**config.mk**
```make
export PLATFORM = sky130hd
export DESIGN_NAME = counter_loop_nest_flat
export DESIGN_NICKNAME = d
export VERILOG_FILES = /design/src/rtl/counter_loop_nest_if.sv /design/src/rtl/counter_loop_nest.sv /design/src/flat_wrapper.sv
export SDC_FILE = /design/constraint.sdc
export NUM_CORES = 1
export LEC_CHECK = 0
export CORE_ASPECT_RATIO = 2
export CORE_UTILIZATION = 39
export CTS_BUF_LIST = sky130_fd_sc_hd__clkbuf_4
export CTS_CLUSTER_DIAMETER = 30
export DETAILED_ROUTE_END_ITERATION = 12
export PLACE_DENSITY = 0.74
export SLEW_MARGIN = 20
export SYNTH_ARGS = -nofsm -noshare
export SYNTH_HDL_FRONTEND = slang
export SYNTH_SLANG_ARGS = --single-unit
```
**constraint.sdc**
```tcl
create_clock -name clk -period 2.2 [get_ports clk]
set_input_delay 0.44 -clock clk [delete_from_list [all_inputs] [get_ports clk]]
set_output_delay 0.44 -clock clk [all_outputs]
set_load 0.02 [all_outputs]
```
**src/rtl/counter_loop_nest_if.sv**
```systemverilog
// Handshake and index bus between the loop-nest counter and its controller.
// The controller drives start/abort/en, mode and limits; the counter returns indices and status.
interface counter_loop_nest_if #(
   parameter int INNER_W = 6,
   parameter int OUTER_W = 6
);
   logic               start;
   logic               abort;
   logic               en;
   logic               cont_mode;
   logic [INNER_W-1:0] inner_limit;
   logic [OUTER_W-1:0] outer_limit;
   logic [INNER_W-1:0] inner_cnt;
   logic [OUTER_W-1:0] outer_cnt;
   logic               inner_last;
   logic               outer_last;
   logic               busy;
   logic               done;
   logic               wrap;

   modport master (
      output start, abort, en, cont_mode, inner_limit, outer_limit,
      input  inner_cnt, outer_cnt, inner_last, outer_last, busy, done, wrap
   );

   modport slave (
      input  start, abort, en, cont_mode, inner_limit, outer_limit,
      output inner_cnt, outer_cnt, inner_last, outer_last, busy, done, wrap
   );
endinterface

```
**src/rtl/counter_loop_nest.sv**
```systemverilog
// Two-level nested loop counter (inner fastest) with latched terminal values,
// start/busy/done handshake, continuous mode with wrap pulse, stall and abort.
module counter_loop_nest #(
   parameter int INNER_W = 6,
   parameter int OUTER_W = 6
) (
   input logic               clk,
   input logic               rst,
   counter_loop_nest_if.slave bus
);
   localparam logic [0:0] ST_IDLE = 1'b0;
   localparam logic [0:0] ST_RUN  = 1'b1;

   logic [0:0]         state_reg, state_next;
   logic [INNER_W-1:0] inner_reg, inner_next;
   logic [OUTER_W-1:0] outer_reg, outer_next;
   logic [INNER_W-1:0] ilim_reg, ilim_next;
   logic [OUTER_W-1:0] olim_reg, olim_next;
   logic               cont_reg, cont_next;
   logic               done_reg, done_next;
   logic               wrap_reg, wrap_next;

   always_comb begin
      state_next = state_reg;
      inner_next = inner_reg;
      outer_next = outer_reg;
      ilim_next  = ilim_reg;
      olim_next  = olim_reg;
      cont_next  = cont_reg;
      done_next  = 1'b0;
      wrap_next  = 1'b0;
      case (state_reg)
         ST_IDLE: begin
            inner_next = '0;
            outer_next = '0;
            // en in the start cycle is deliberately ignored: the run begins at (0,0).
            if (bus.start && !bus.abort) begin
               ilim_next  = bus.inner_limit;
               olim_next  = bus.outer_limit;
               cont_next  = bus.cont_mode;
               state_next = ST_RUN;
            end
         end
         default: begin
            if (bus.abort) begin
               state_next = ST_IDLE;
               inner_next = '0;
               outer_next = '0;
            end else if (bus.en) begin
               if (inner_reg != ilim_reg) begin
                  inner_next = inner_reg + INNER_W'(1);
               end else begin
                  inner_next = '0;
                  if (outer_reg != olim_reg) begin
                     outer_next = outer_reg + OUTER_W'(1);
                  end else begin
                     outer_next = '0;
                     if (cont_reg) begin
                        wrap_next = 1'b1;
                     end else begin
                        done_next  = 1'b1;
                        state_next = ST_IDLE;
                     end
                  end
               end
            end
         end
      endcase
   end

   always_ff @(posedge clk) begin
      if (rst) begin
         state_reg <= ST_IDLE;
         inner_reg <= '0;
         outer_reg <= '0;
         ilim_reg  <= '0;
         olim_reg  <= '0;
         cont_reg  <= 1'b0;
         done_reg  <= 1'b0;
         wrap_reg  <= 1'b0;
      end else begin
         state_reg <= state_next;
         inner_reg <= inner_next;
         outer_reg <= outer_next;
         ilim_reg  <= ilim_next;
         olim_reg  <= olim_next;
         cont_reg  <= cont_next;
         done_reg  <= done_next;
         wrap_reg  <= wrap_next;
      end
   end

   assign bus.inner_cnt  = inner_reg;
   assign bus.outer_cnt  = outer_reg;
   assign bus.busy       = (state_reg == ST_RUN);
   assign bus.inner_last = (state_reg == ST_RUN) && (inner_reg == ilim_reg);
   assign bus.outer_last = (state_reg == ST_RUN) && (outer_reg == olim_reg);
   assign bus.done       = done_reg;
   assign bus.wrap       = wrap_reg;
endmodule

```
**src/flat_wrapper.sv**
```systemverilog
// flat-port wrapper written by rule: the top's interface ports become plain ports
module counter_loop_nest_flat 
#(
   parameter int INNER_W = 6,
   parameter int OUTER_W = 6
)
  (clk, rst, bus_start, bus_abort, bus_en, bus_cont_mode, bus_inner_limit, bus_outer_limit, bus_inner_cnt, bus_outer_cnt, bus_inner_last, bus_outer_last, bus_busy, bus_done, bus_wrap);
  counter_loop_nest_if #(.INNER_W(INNER_W), .OUTER_W(OUTER_W)) bus_i ();
  input logic clk;
  input logic rst;
  input wire logic [$bits(bus_i.start)-1:0] bus_start;
  input wire logic [$bits(bus_i.abort)-1:0] bus_abort;
  input wire logic [$bits(bus_i.en)-1:0] bus_en;
  input wire logic [$bits(bus_i.cont_mode)-1:0] bus_cont_mode;
  input wire logic [$bits(bus_i.inner_limit)-1:0] bus_inner_limit;
  input wire logic [$bits(bus_i.outer_limit)-1:0] bus_outer_limit;
  output wire logic [$bits(bus_i.inner_cnt)-1:0] bus_inner_cnt;
  output wire logic [$bits(bus_i.outer_cnt)-1:0] bus_outer_cnt;
  output wire logic [$bits(bus_i.inner_last)-1:0] bus_inner_last;
  output wire logic [$bits(bus_i.outer_last)-1:0] bus_outer_last;
  output wire logic [$bits(bus_i.busy)-1:0] bus_busy;
  output wire logic [$bits(bus_i.done)-1:0] bus_done;
  output wire logic [$bits(bus_i.wrap)-1:0] bus_wrap;
  assign bus_i.start = bus_start;
  assign bus_i.abort = bus_abort;
  assign bus_i.en = bus_en;
  assign bus_i.cont_mode = bus_cont_mode;
  assign bus_i.inner_limit = bus_inner_limit;
  assign bus_i.outer_limit = bus_outer_limit;
  assign bus_inner_cnt = bus_i.inner_cnt;
  assign bus_outer_cnt = bus_i.outer_cnt;
  assign bus_inner_last = bus_i.inner_last;
  assign bus_outer_last = bus_i.outer_last;
  assign bus_busy = bus_i.busy;
  assign bus_done = bus_i.done;
  assign bus_wrap = bus_i.wrap;
  counter_loop_nest #(.INNER_W(INNER_W), .OUTER_W(OUTER_W)) u_core (.clk(clk), .rst(rst), .bus(bus_i));
endmodule
```
; Word level (Yosys, flattened, before mapping)
; Index checks and enable logic that the tools add are counted.
[classes]
reduce_logical = 8
n_bitwise = 3
n_mux = 10
addsub = 2
n_eq_ne = 4
[op_table]
columns = op, n
row1 = "6-bit by 1-bit adder with 6-bit output, second input constant", 2
row2 = 6-bit equality test, 2
row3 = 6-bit 2-to-1 mux, 2
row4 = 6-bit inequality test, 2
row5 = 1-bit 2-to-1 mux, 8
row6 = 6-bit OR reduction, 1
row7 = 2-bit AND reduction, 2
row8 = 1-bit logical AND, 3
row9 = 1-bit inverter, 3
row10 = 3-bit OR reduction, 1
row11 = 1-bit zero test, 1
[word_totals]
out_inout_bits = 17
inputBits = 18
register_bits = 28
word_cells = 35

; Logic depth before layout (Yosys ltp)
[depth]
word_depth = 6
depth_mapped = 6
ltp_nobuf = 5

; Least setup slack after synthesis
; Ideal clock, no wire load.
[synth_timing]
kind = register to output
start = register u_core.outer_reg[2], in the netlist u_core.bus.outer_cnt[2]
end = output bus_outer_last
path_buffers = 1
required_time_ns = 1.760
path_stages_with_launch = 6
arrival_time_ns = 1.551
path_slack_ns = 0.209
cell_sequence = dfxtp_1 -> xnor2_1 -> nand2_1 -> or3_1 -> clkbuf_1 -> nor2_1
[synth_via]
elab_chain_cells = 2
[synth_lines]
columns = item, line_no
row1 = "start, declared", counter_loop_nest.sv:16  ; logic [OUTER_W-1:0] outer_reg, outer_next;
row2 = "start signal, assigned", counter_loop_nest.sv:84  ; outer_reg <= outer_next;
row3 = 6-bit equality test, counter_loop_nest.sv:97  ; assign bus.outer_last = (state_reg == ST_RUN) && (outer_reg == olim_reg);
row4 = 1-bit logical AND, counter_loop_nest.sv:97
row5 = "end, declared", flat_wrapper.sv:20  ; output wire logic [$bits(bus_i.outer_last)-1:0] bus_outer_last;
; No other way between the ends.

; Worst setup path after layout
[layout_timing]
start = register u_core.ilim_reg[1]
end = output bus_inner_last
[layout_via]
elab_chain_cells = 2
[layout_lines]
columns = item, line_no
row1 = "start, declared", counter_loop_nest.sv:17  ; logic [INNER_W-1:0] ilim_reg, ilim_next;
row2 = "start signal, assigned", counter_loop_nest.sv:85  ; ilim_reg <= ilim_next;
row3 = 6-bit equality test, counter_loop_nest.sv:96  ; assign bus.inner_last = (state_reg == ST_RUN) && (inner_reg == ilim_reg);
row4 = 1-bit logical AND, counter_loop_nest.sv:96
row5 = "end, declared", flat_wrapper.sv:19  ; output wire logic [$bits(bus_i.inner_last)-1:0] bus_inner_last;
; No other way between the ends.

==> out/qor.txt <==
Row cnt: 29
Layout cells sized above 1: 13.6%
IO buf count: 34
Ys async rst share: 0%
DP HPWL: 2580 µm
Status: complete, no violations
Buffers inserted by post-CTS timing repair: 0
Crit. End Element: output pin
Fmax: 486 MHz
Slew margin rel.: 69.6%
Hold Crit Class: flop to flop
Clk sinks: 28
Starting Density: 40.7%
FF+latch count, synth: 28
Crit Path Category: flop to output pin
Crit-path cells: xor2_1 -> nor4_4 -> nand2_1 -> nor2_1 -> clkbuf_2
Period minus WS final: 2060 ps
Via Count: 1247
Worst Setup Start Kind: flop
Clock Tree Buf Depth: 2
Wire per inst: 14.2 µm
CTS tree: built
Die Y: 83.1 µm
Core Box Area: 0.00316 mm²
Worst-path fanout max: 4
Die W: 42.6 µm
GR peak layer: met2
Grt met2 use: 37.5%
DRC violations left: 0
Layout Nets: 220
MaxCap Viol Count: 0
Unique cell type count in the Yosys netlist: 33
Setup Skew: 16.3 ps
Post-Route Setup TNS: 0 ps
First-pass GRT wire length: 5600 µm
Final GP Congestion: 0.878
# setup viols final: 0
Mapped Area: 0.00128 mm²
Delay-heaviest family, CP: simple AND/OR/NAND/NOR gates
Synth Flop Type: dfxtp_1
Met1 GRT Util: 21.0%
Clk Latency, worst-skew pair: 340 ps
Vias per cell: 5.42
Initial antenna violation count: 0
GRT Util Overall: 20.1%
Met3 Usage GRT: 2.39%
Syn_nets: 172
Crit-path max cell delay: 350 ps
Largest family of logic cells by synthesized area: simple AND/OR/NAND/NOR gates
CTS Root Cell: clkbuf_4
Worst EP required: 1760 ps
Simple-gate share of the synthesized area: 27.3%
Leak pwr: 0.694 nW
Synth Area per Inst: 8.45 µm²
Post-DRT Antenna Nets: 0
WP buf/inv: 1
Synth Area in Compound Gates: 12.3%
Area delta synth->final: 38.1%
WP data arrival: 1620 ps
Die ar.: 0.00354 mm²
Final hold viol count: 0
Fin crit share: 93.6%
Most frequent cells in the layout: nand2_1, clkdlybuf4s50_1, dfxtp_1
Register area share after synthesis: 43.7%
Slowest CP cell: dfxtp_1
Total Wirelength: 3280 µm
Slew of the pin with the lowest slew margin: 454 ps
Hold-fix buffers, CTS: 0
Num CTS Buffers: 3
I/O Pins: 35
CTS clk-pin slew, worst paths: 130 ps
Yosys warning total: 0
Hold_ws: 483 ps
Largest net degree at the start of global routing: 16
Detailed router's first-iteration violation count: 35
Drt pass-1 iters: 4
Commonest non-fill, non-tap cell in the layout: nand2_1
Final number of max-transition violations: 0
Post-synth EDFFs: 0
Cells after synthesis: 152
Ant diodes: 0
Adder-Cell Fraction of Synth Area: 1.95%
Total global routing overflow: 0
Worst IR Drop VDD: 401 µV
PwrDens: 511 mW/mm²
Xor and xnor area share after synthesis: 11.6%
Unrepaired setup endpoints after global routing: false
Post-synthesis mux area share: 0.780%
Vias in the first global route: 1278
H-tree Lvls: 1
cell usage after synthesis, types with 3 or more instances:
cell,number,share of area [%]
nand4_1,3,1.5
clkbuf_1,5,1.5
dfxtp_1,28,44
nor2_1,12,3.5
nand2_1,37,11
nand3_1,3,1.2
a21oi_1,14,5.5
xor2_1,9,6.1
nor3_1,3,1.2
xnor2_1,8,5.5
power by group:
group,switching [mW],internal [mW],leakage [nW]
Clock,0.151,0.0668,0.0154
Combinational,0.0812,0.0764,0.450
Sequential,0.00990,0.521,0.228
final cells by class:
type                            count  area [µm²]
Timing Repair Buffer               49         443
Multi-Input combinational cell    116         694
Clock inverter                      1        3.75
Sequential cell                    28         563
Fill cell                         302        1380
Inverter                            2        7.51
Tap cell                           31        38.8
Clock buffer                        3        22.5
through the flow:
| step | worst slack [ps] | instance area, µm² | power [mW] | std cells | utilization, % |
|---|---|---|---|---|---|
| floorplan | 209 | 1280 | 0.625 | 152 | - |
| global placement | 108 | 1750 | 0.696 | 226 | 55.5 |
| detailed placement | 78.3 | 1750 | 0.699 | 226 | 55.5 |
| CTS | 5.42 | 1780 | 0.912 | 230 | 56.4 |
| global route | 39.5 | 1770 | 0.942 | 230 | 56.2 |
| finish | 141 | 1770 | 0.906 | 230 | 56.2 |
worst paths after layout:
kind,from,end,slack [ps],depth (start not counted)
hold reg to reg,u_core.olim_reg[4]$_SDFFE_PP0P_,u_core.olim_reg[4]$_SDFFE_PP0P_,480,2
hold / removal,u_core.olim_reg[4]$_SDFFE_PP0P_,u_core.olim_reg[4]$_SDFFE_PP0P_,480,2
setup reg to reg,u_core.ilim_reg[1]$_SDFFE_PP0P_,u_core.bus.outer_cnt[2]$_SDFFE_PP0P_,330,6
setup / recovery,u_core.ilim_reg[1]$_SDFFE_PP0P_,bus_inner_last,140,5
worst register-to-register path, stage by stage (launching register included):
cell,delay (ps)
dfxtp_1,350
xor2_1,190
nor4_4,310
buf_4,170
nand3_4,90
or4b_1,500
a31oi_1,190
logic make-up after synthesis:
family | after synthesis
buf+inv | 8
simple gates | 71
compound gates | 25
flops | 28
mux | 1
xor+xnor | 17
fa+ha+maj | 2
per-layer routing:
layer | vias up | wire [µm] | share of wire [%]
met1 | 576 | 1160 | 36
met3 | 7 | 149 | 4.5
li1 | 616 | - | -
met4 | 0 | 61 | 1.9
met5 | - | 0 | 0
met2 | 48 | 1900 | 58
timing repair:
item / 4_1_cts / 5_1_grt
endpoints found under the hold margin: 0 / 0
endpoints found under the setup margin: 2 / 2
gates resized for setup: 5 / 5
pin swaps: 0 / 0
No activity file was read; power rests on OpenSTA's default activity.
